File: src/rtl/sec_countdown.sv
// Seconds down-counter in the clk_50MHz domain, timed by a synchronised clk_1Hz tick.
// Optional SEC_COUNTDOWN_BCD_EN adds decimal bcd_tens/bcd_ones of remain (needs W<=6).
module sec_countdown #(
  parameter int W           = 6,
  parameter int SYNC_STAGES = 2
) (
  input  logic         clk_50MHz,
  input  logic         res,
  input  logic         clk_1Hz,
  input  logic         load,
  input  logic [W-1:0] load_val,
  input  logic         abort,
  output logic         tick,
  output logic         busy,
  output logic         done,
  output logic [W-1:0] remain
`ifdef SEC_COUNTDOWN_BCD_EN
  ,
  output logic [3:0]   bcd_tens,
  output logic [3:0]   bcd_ones
`endif
);

  typedef enum logic [1:0] {S_IDLE, S_RUN, S_DONE} state_t;

  logic [SYNC_STAGES-1:0] sync_q, sync_d;
  logic                   prev_q, prev_d;
  logic                   tick_q, tick_d;
  state_t                 state_q, state_d;
  logic [W-1:0]           remain_q, remain_d;
  logic                   busy_q, busy_d;
  logic                   done_q, done_d;

  // clk_1Hz is asynchronous here; only the last sync stage is used for edge detection.
  always_comb begin
    sync_d = {sync_q[SYNC_STAGES-2:0], clk_1Hz};
    prev_d = sync_q[SYNC_STAGES-1];
    tick_d = sync_q[SYNC_STAGES-1] & ~prev_q;
  end

  always_comb begin
    state_d  = state_q;
    remain_d = remain_q;
    busy_d   = busy_q;
    done_d   = 1'b0;
    if (abort) begin
      state_d  = S_IDLE;
      remain_d = '0;
      busy_d   = 1'b0;
    end else if (load) begin
      // Load restarts from any state, including the DONE cycle, and beats a tick.
      if (load_val != '0) begin
        state_d  = S_RUN;
        remain_d = load_val;
        busy_d   = 1'b1;
      end else begin
        state_d  = S_DONE;
        remain_d = '0;
        busy_d   = 1'b0;
        done_d   = 1'b1;
      end
    end else begin
      case (state_q)
        S_RUN: begin
          if (tick_q) begin
            if (remain_q > W'(1)) begin
              remain_d = remain_q - W'(1);
            end else begin
              state_d  = S_DONE;
              remain_d = '0;
              busy_d   = 1'b0;
              done_d   = 1'b1;
            end
          end
        end
        S_DONE: begin
          state_d = S_IDLE;
        end
        default: begin
          state_d = S_IDLE;
        end
      endcase
    end
  end

  always_ff @(posedge clk_50MHz or posedge res) begin
    if (res) begin
      sync_q   <= '0;
      prev_q   <= 1'b0;
      tick_q   <= 1'b0;
      state_q  <= S_IDLE;
      remain_q <= '0;
      busy_q   <= 1'b0;
      done_q   <= 1'b0;
    end else begin
      sync_q   <= sync_d;
      prev_q   <= prev_d;
      tick_q   <= tick_d;
      state_q  <= state_d;
      remain_q <= remain_d;
      busy_q   <= busy_d;
      done_q   <= done_d;
    end
  end

  assign tick   = tick_q;
  assign busy   = busy_q;
  assign done   = done_q;
  assign remain = remain_q;

`ifdef SEC_COUNTDOWN_BCD_EN
  logic [7:0] rem8;
  always_comb begin
    rem8     = 8'(remain_q);
    bcd_tens = 4'(rem8 / 8'd10);
    bcd_ones = 4'(rem8 % 8'd10);
  end
`endif

endmodule

File: config.mk
export PLATFORM = sky130hd
export DESIGN_NAME = sec_countdown
export DESIGN_NICKNAME = d
export VERILOG_FILES = /design/src/rtl/sec_countdown.sv
export SDC_FILE = /design/constraint.sdc
export NUM_CORES = 1
export LEC_CHECK = 0
export ABC_AREA = 1
export BUFFER_PORTS_ARGS = -buffer_cell sky130_fd_sc_hd__buf_2
export CAP_MARGIN = 10
export CORE_MARGIN = 1
export CORE_UTILIZATION = 54
export CTS_CLUSTER_SIZE = 16
export DETAILED_ROUTE_END_ITERATION = 7
export HOLD_SLACK_MARGIN = 0.08
export PLACE_DENSITY = 0.77
export SLEW_MARGIN = 20
export SYNTH_ARGS = -nofsm -noshare
export SYNTH_HDL_FRONTEND = slang
export SYNTH_SLANG_ARGS = --single-unit
File: constraint.sdc
create_clock -name clk_50MHz -period 2.3 [get_ports clk_50MHz]
set_clock_uncertainty 0.05 [all_clocks]
set_input_delay 0.46 -clock clk_50MHz [delete_from_list [all_inputs] [get_ports clk_50MHz]]
set_output_delay 0.46 -clock clk_50MHz [all_outputs]
set_load 0.05 [all_outputs]
==> impl_results.md, run 1 <==
* Status: finished clean
* Top Family by Delay on Critical Path: flip-flops
* DRC violations left at 0
* Skew-Pair Late Insertion Delay at 0.28 ns
* Vias per cell at 5.07
* FFs w/ async S/R, synth at 1.00
* Total clock sinks at 14
* Initial antenna violation count at 0
* Largest net degree at the start of global routing at 15
* Post-synth EDFFs at 0
* CP Cell Sequence: buf_2
* Worst VDD drop at 467 uV
* Final hold viol count at 0
* Clock Tree Buf Depth at 2
* Grt ovf at 0
* Critical Path Slowest Stage Cell: dfrtp_1
* Placer congestion estimate at 0.815
* Critical Path RT at 1.79 ns
* Final WL at 1650 microns
* Synth top cells by count: nand2_1 (42), inv_1 (15), dfrtp_1 (14)
* Fin nets at 146
* First-pass GRT wire length at 2370 microns
* Area growth, synth to finish at 19.1%
* H-Tree Depth at 1
* N_diodes at 0
* TNS Setup at 0 ns
* DIE AREA at 0.00161 sq mm
* Sequential area share after synthesis at 0.447
* Busiest grt layer: met2
* CP Depth at 1
* Iteration-0 DRC Markers at 11
* DRT Pass-1 Iters at 4
* Post-synthesis cell type count at 17
* Port bufs at 19
* CP endpoint kind: primary output
* HP Class: input pin to asynchronous set/reset pin
* Ports at 20
* Max_cap viols at 0
* Post-Syn Area at 785 sq um
* Yosys warns at 0
* Cts-stage hold buffer count at 0
* Row Count at 13
* Mean post-synth cell area at 7.20 sq um
* Final Max Slew Viols at 0
* Setup Crit Path Kind: flip-flop to primary output
* Core area at 0.00133 sq mm
* Area share of the leading cell type in the synthesized netlist at 0.447
* FILL cells at 113
* Clock Pin Slew Worst Setup and Hold Paths at 0.09 ns
* Crit share post-route at 0.684
* Seq cells post-synth at 14
* CP Launch Type: flip-flop
* Vias in the first global route at 587
* Synth top area cells: dfrtp_1 (45%), nand2_1 (20%), inv_1 (7.2%), nand3_1 (5.7%), nor2_1 (3.3%)
* Routed Antenna Nets at 0
* Die W at 40.1 microns
* Postcts setup bufs at 0
* HPWL Detailed at 1260 microns
* Met1 GRT Util at 0.304
* Leak at 0.566 nW
* Top_reg_cell synth: dfrtp_1
* Post-synthesis cell count at 109
* Total Power at 0.616 mW
* CP max stage delay at 0.47 ns
* Met2 Usage GRT at 0.363
* Cts bufs inserted at 3
* WP buf/inv at 1
* GR Util All Layers at 0.232
* PwrDens at 659 mW/mm^2
* Grt met3 use at 0.0333
* CP Data Arrival Time at 1.06 ns
* WL/cell at 11.2 microns
* Post-CTS sizing at 0
* Leading area contributor after synthesis: dfrtp_1
* Layout cells sized above 1 at 0.250
* Worst-margin pin slew at 0.511 ns
* R2R cell count at 9
* Most numerous cell in the Yosys netlist: nand2_1
* Final number of setup-violating endpoints at 0
* Reg2reg setup slack at 0.81 ns
* Initial Util at 0.588
* Post-synthesis net count at 122
* RSZ-0062 raised after global routing: false
* DR vias at 746
* Crit path time final at 1.57 ns
* CTS tree: yes
* Rel. slew slack at 0.659
* Die Y at 40.1 microns
* Crit path max fanout at 6
* Root buf cell: clkbuf_4
* F_max at 636 MHz
==> report_power, final <==
group	internal (mW)	switching [mW]
registers	0.260	0.0153
logic	0.0492	0.114
clock network	0.0963	0.0809
total	0.406	0.210
==> area by class of cell <==
class                           count  area (sq um)  share of cell area
Multi-Input combinational cell     77           365               0.391
Sequential cell                    14           350               0.375
Timing Repair Buffer               19          95.1               0.102
Inverter                           18          68.8              0.0736
Clock buffer                        4          36.3              0.0388
Tap cell                           15          18.8              0.0201
==> final timing paths <==
path | startpoint | endpoint
max reg2reg | remain[0] | remain[1]
min in group clk_50MHz | clk_1Hz | sync_q[0]
max | remain[3] | remain[3]
max in group asynchronous | res | remain[5]
min reg2reg | sync_q[0] | sync_q[1]
min | res | state_q[0]
==> placed cells by master (no fill, tap or decap), types with 2 or more instances in the layout <==
| master | instances |
|---|---|
| clkbuf_4 | 3 |
| nor2_2 | 3 |
| inv_1 | 15 |
| nand3_1 | 9 |
| inv_2 | 2 |
| nand3_2 | 2 |
| nor2_1 | 7 |
| o21ai_1 | 4 |
| nand4_1 | 2 |
| ha_1 | 2 |
| o21ai_0 | 2 |
| nand2_1 | 42 |
| buf_2 | 19 |
| dfrtp_1 | 14 |
==> cell families after synthesis <==
logic type                 after synthesis  share of synthesized area
adders and majority gates                2                     0.0319
and+or+nand+nor                         66                      0.368
AOI/OAI and AO/OA                        9                     0.0654
buffers and inverters                   18                     0.0877
DFF                                     14                      0.447
==> flip-flops by register name, indices dropped and copies added, names as in the netlist <==
name,count
busy,1
done,1
prev_q,1
remain,6
state_q,2
sync_q,2
tick,1
==> routing by layer <==
metal | routed length [microns] | up-vias
met2 | 806 | 20
met4 | 33 | 0
met3 | 52 | 4
met1 | 757 | 339
li1 | - | 383
met5 | 0 | -
==> metrics by stage <==
step / std cells / utilization / hold slack (ns) / setup WS, ns / area [sq um]
after floorplan: 109 / - / 0.281 / 0.604 / 785
after global placement: 143 / 0.674 / 0.284 / 0.869 / 898
after detailed placement: 143 / 0.674 / 0.295 / 0.821 / 898
after CTS: 147 / 0.701 / 0.166 / 0.738 / 935
after global routing: 147 / 0.701 / 0.210 / 0.646 / 935
final: 147 / 0.701 / 0.144 / 0.727 / 935
Note: power is estimated with default switching activity, not from simulation.
==> inputs of run 2 (changes only) <==
Settings changed: CORE_UTILIZATION 54 to 50, PLACE_DENSITY 0.77 to 0.72.
Clock period 2.3 ns to 1.5 ns, I/O delays scaled along.
==> impl_results.md, run 2 (synthesis gave the netlist of run 1 again) <==
* Status: finished clean (unchanged)
* Crit path time final at 1.46 ns
* Final Max Slew Viols at 0 (unchanged)
* Layout cells sized above 1 at 0.301 (was 0.250)
* Cts bufs inserted at 3 (unchanged)
* PwrDens at 989 mW/mm^2 (was 659 mW/mm^2)
* DRT Pass-1 Iters at 4 (unchanged)
* Final WL at 1740 microns (was 1650 microns)
* Worst setup path start: remain[0] (was remain[3])
* Iteration-0 DRC Markers at 20 (was 11)
* F_max at 686 MHz
* Worst-margin pin slew at 0.524 ns (was 0.511 ns)
* Root buf cell: clkbuf_4 (unchanged)
* Placer congestion estimate at 0.863 (was 0.815)
* Commonest cells after routing, fill and taps aside: nand2_1 (41), buf_2 (19), inv_1 (13) (was nand2_1 (42), buf_2 (19), inv_1 (15))
* Hold slack final at 0.267 ns (was 0.144 ns)
* CP Launch Type: flip-flop (unchanged)
* Worst min-delay path startpoint: abort
* Crit share post-route at 0.972
* Final core utilization at 0.721 (was 0.701)
* Reg2reg end: remain[0] (was remain[1])
* CTS tree: yes (unchanged)
* HPWL Detailed at 1230 microns (was 1260 microns)
* Initial Util at 0.567 (was 0.588)
* DIE AREA at 0.00173 sq mm (was 0.00161 sq mm)
* CP Data Arrival Time at 1.64 ns (was 1.06 ns)
* Final number of setup-violating endpoints at 0 (unchanged)
* Clock Tree Buf Depth at 2 (unchanged)
* WL/cell at 11.5 microns (was 11.2 microns)
* Max reg flops at 6 (unchanged)
* Die Y at 41.6 microns (was 40.1 microns)
* Setup Crit Path Kind: flip-flop to flip-flop (was flip-flop to primary output)
* GR Util All Layers at 0.226 (was 0.232)
* Ports at 20 (unchanged)
* Total clock sinks at 14 (unchanged)
* Fin nets at 150 (was 146)
* Area growth, synth to finish at 27.1% (was 19.1%)
* Largest net degree at the start of global routing at 15 (unchanged)
* Leak at 0.585 nW (was 0.566 nW)
* HP Class: input pin to flip-flop (was input pin to asynchronous set/reset pin)
* Core area at 0.00138 sq mm (was 0.00133 sq mm)
* Worst VDD drop at 636 uV (was 467 uV)
* Skew-Pair Late Insertion Delay at 0.29 ns (was 0.28 ns)
* CP endpoint kind: flip-flop (was primary output)
* Crit path max fanout at 5 (was 6)
* Port bufs at 19 (unchanged)
* DRC violations left at 0 (unchanged)
* Rel. slew slack at 0.650 (was 0.659)
* Grt ovf at 0 (unchanged)
* Hold Path Stages at 4
* Vias per cell at 5.14 (was 5.07)
* TNS Setup at 0 ns (unchanged)
* Sequential Area at 353 sq um (was 350 sq um)
* Clock Pin Slew Worst Setup and Hold Paths at 0.09 ns (about the same)
* R2R cell count at 9 (unchanged)
* Die W at 41.6 microns (was 40.1 microns)
* Max_cap viols at 0 (unchanged)
* Routed Antenna Nets at 0 (unchanged)
* H-Tree Depth at 1 (unchanged)
* Vias in the first global route at 716 (was 587)
* FILL cells at 116 (was 113)
* Initial antenna violation count at 0 (unchanged)
* N_diodes at 0 (unchanged)
* Row Count at 13 (unchanged)
* Hold path endpoint: state_q[0]
* Final hold viol count at 0 (unchanged)
* Reg2Reg Launch Point: remain[0] (unchanged)
* Most common cell after layout, fill and taps aside: nand2_1 (unchanged)
* Critical Path RT at 1.68 ns (was 1.79 ns)
* Finished Layout Cells at 151 (was 147)
* First-pass GRT wire length at 2990 microns (was 2370 microns)
* Multi-input logic area at 388 sq um (was 365 sq um)
* DR vias at 776 (was 746)
* Placed cells at 143 (unchanged)
* Reg2reg setup slack at 0.04 ns (was 0.81 ns)
run 2: worst max path at each step:
stage          depth (start not counted)    endpoint  slack (ns)
2_1_floorplan                          9  state_q[0]        0.03
3_3_place_gp                           9   remain[0]        0.07
3_5_place_dp                           9   remain[0]       0.007
4_1_cts                                9   remain[0]        0.02
5_1_grt                                9   remain[0]       -0.04
6_report                               9   remain[0]        0.04
run 2: area by class of cell:
class / count / share of cell area
clock buffers: 4 / 0.0364
inverters: 18 / 0.0715
multi-input cells: 77 / 0.389
flip-flops and latches: 14 / 0.354
well taps: 15 / 0.0188
repair buffers: 23 / 0.130
run 2: critical path, stage by stage (launching register included):
cell and delay [ns]:
dfrtp_2 0.46, buf_4 0.15, ha_1 0.18, inv_1 0.08
nand2_2 0.09, nand3_4 0.09, inv_2 0.06, o21ai_1 0.11
nand2_1 0.07, nand2_1 0.06
run 2: layer usage:
layer,vias up,track usage,wire length (microns)
met5,-,0,0
met4,0,0.0968,27
met3,5,0.0348,72
met2,22,0.384,856
met1,359,0.282,781
li1,390,-,-
run 2: timing repair:
item / CTS / global route
setup endpoints to repair: 1 / 9
hold buffers: 2 / 0
hold endpoints to repair: 15 / 0
gates resized for setup: 1 / 5
setup buffers: 0 / 2
run 2: where the power goes:
group	internal (mW)	switching, mW
clock	0.148	0.135
sequential	0.400	0.0234
combinational	0.0935	0.187
total	0.641	0.345
run 2: through the flow:
step           setup slack [ns]  power [mW]  cell area, sq um
2_1_floorplan            0.0302       0.617               787
3_3_place_gp             0.0699       0.679               901
3_5_place_dp            0.00676       0.680               901
4_1_cts                  0.0235       0.961               960
5_1_grt                 -0.0371        1.04               997
6_report                 0.0421       0.987               997
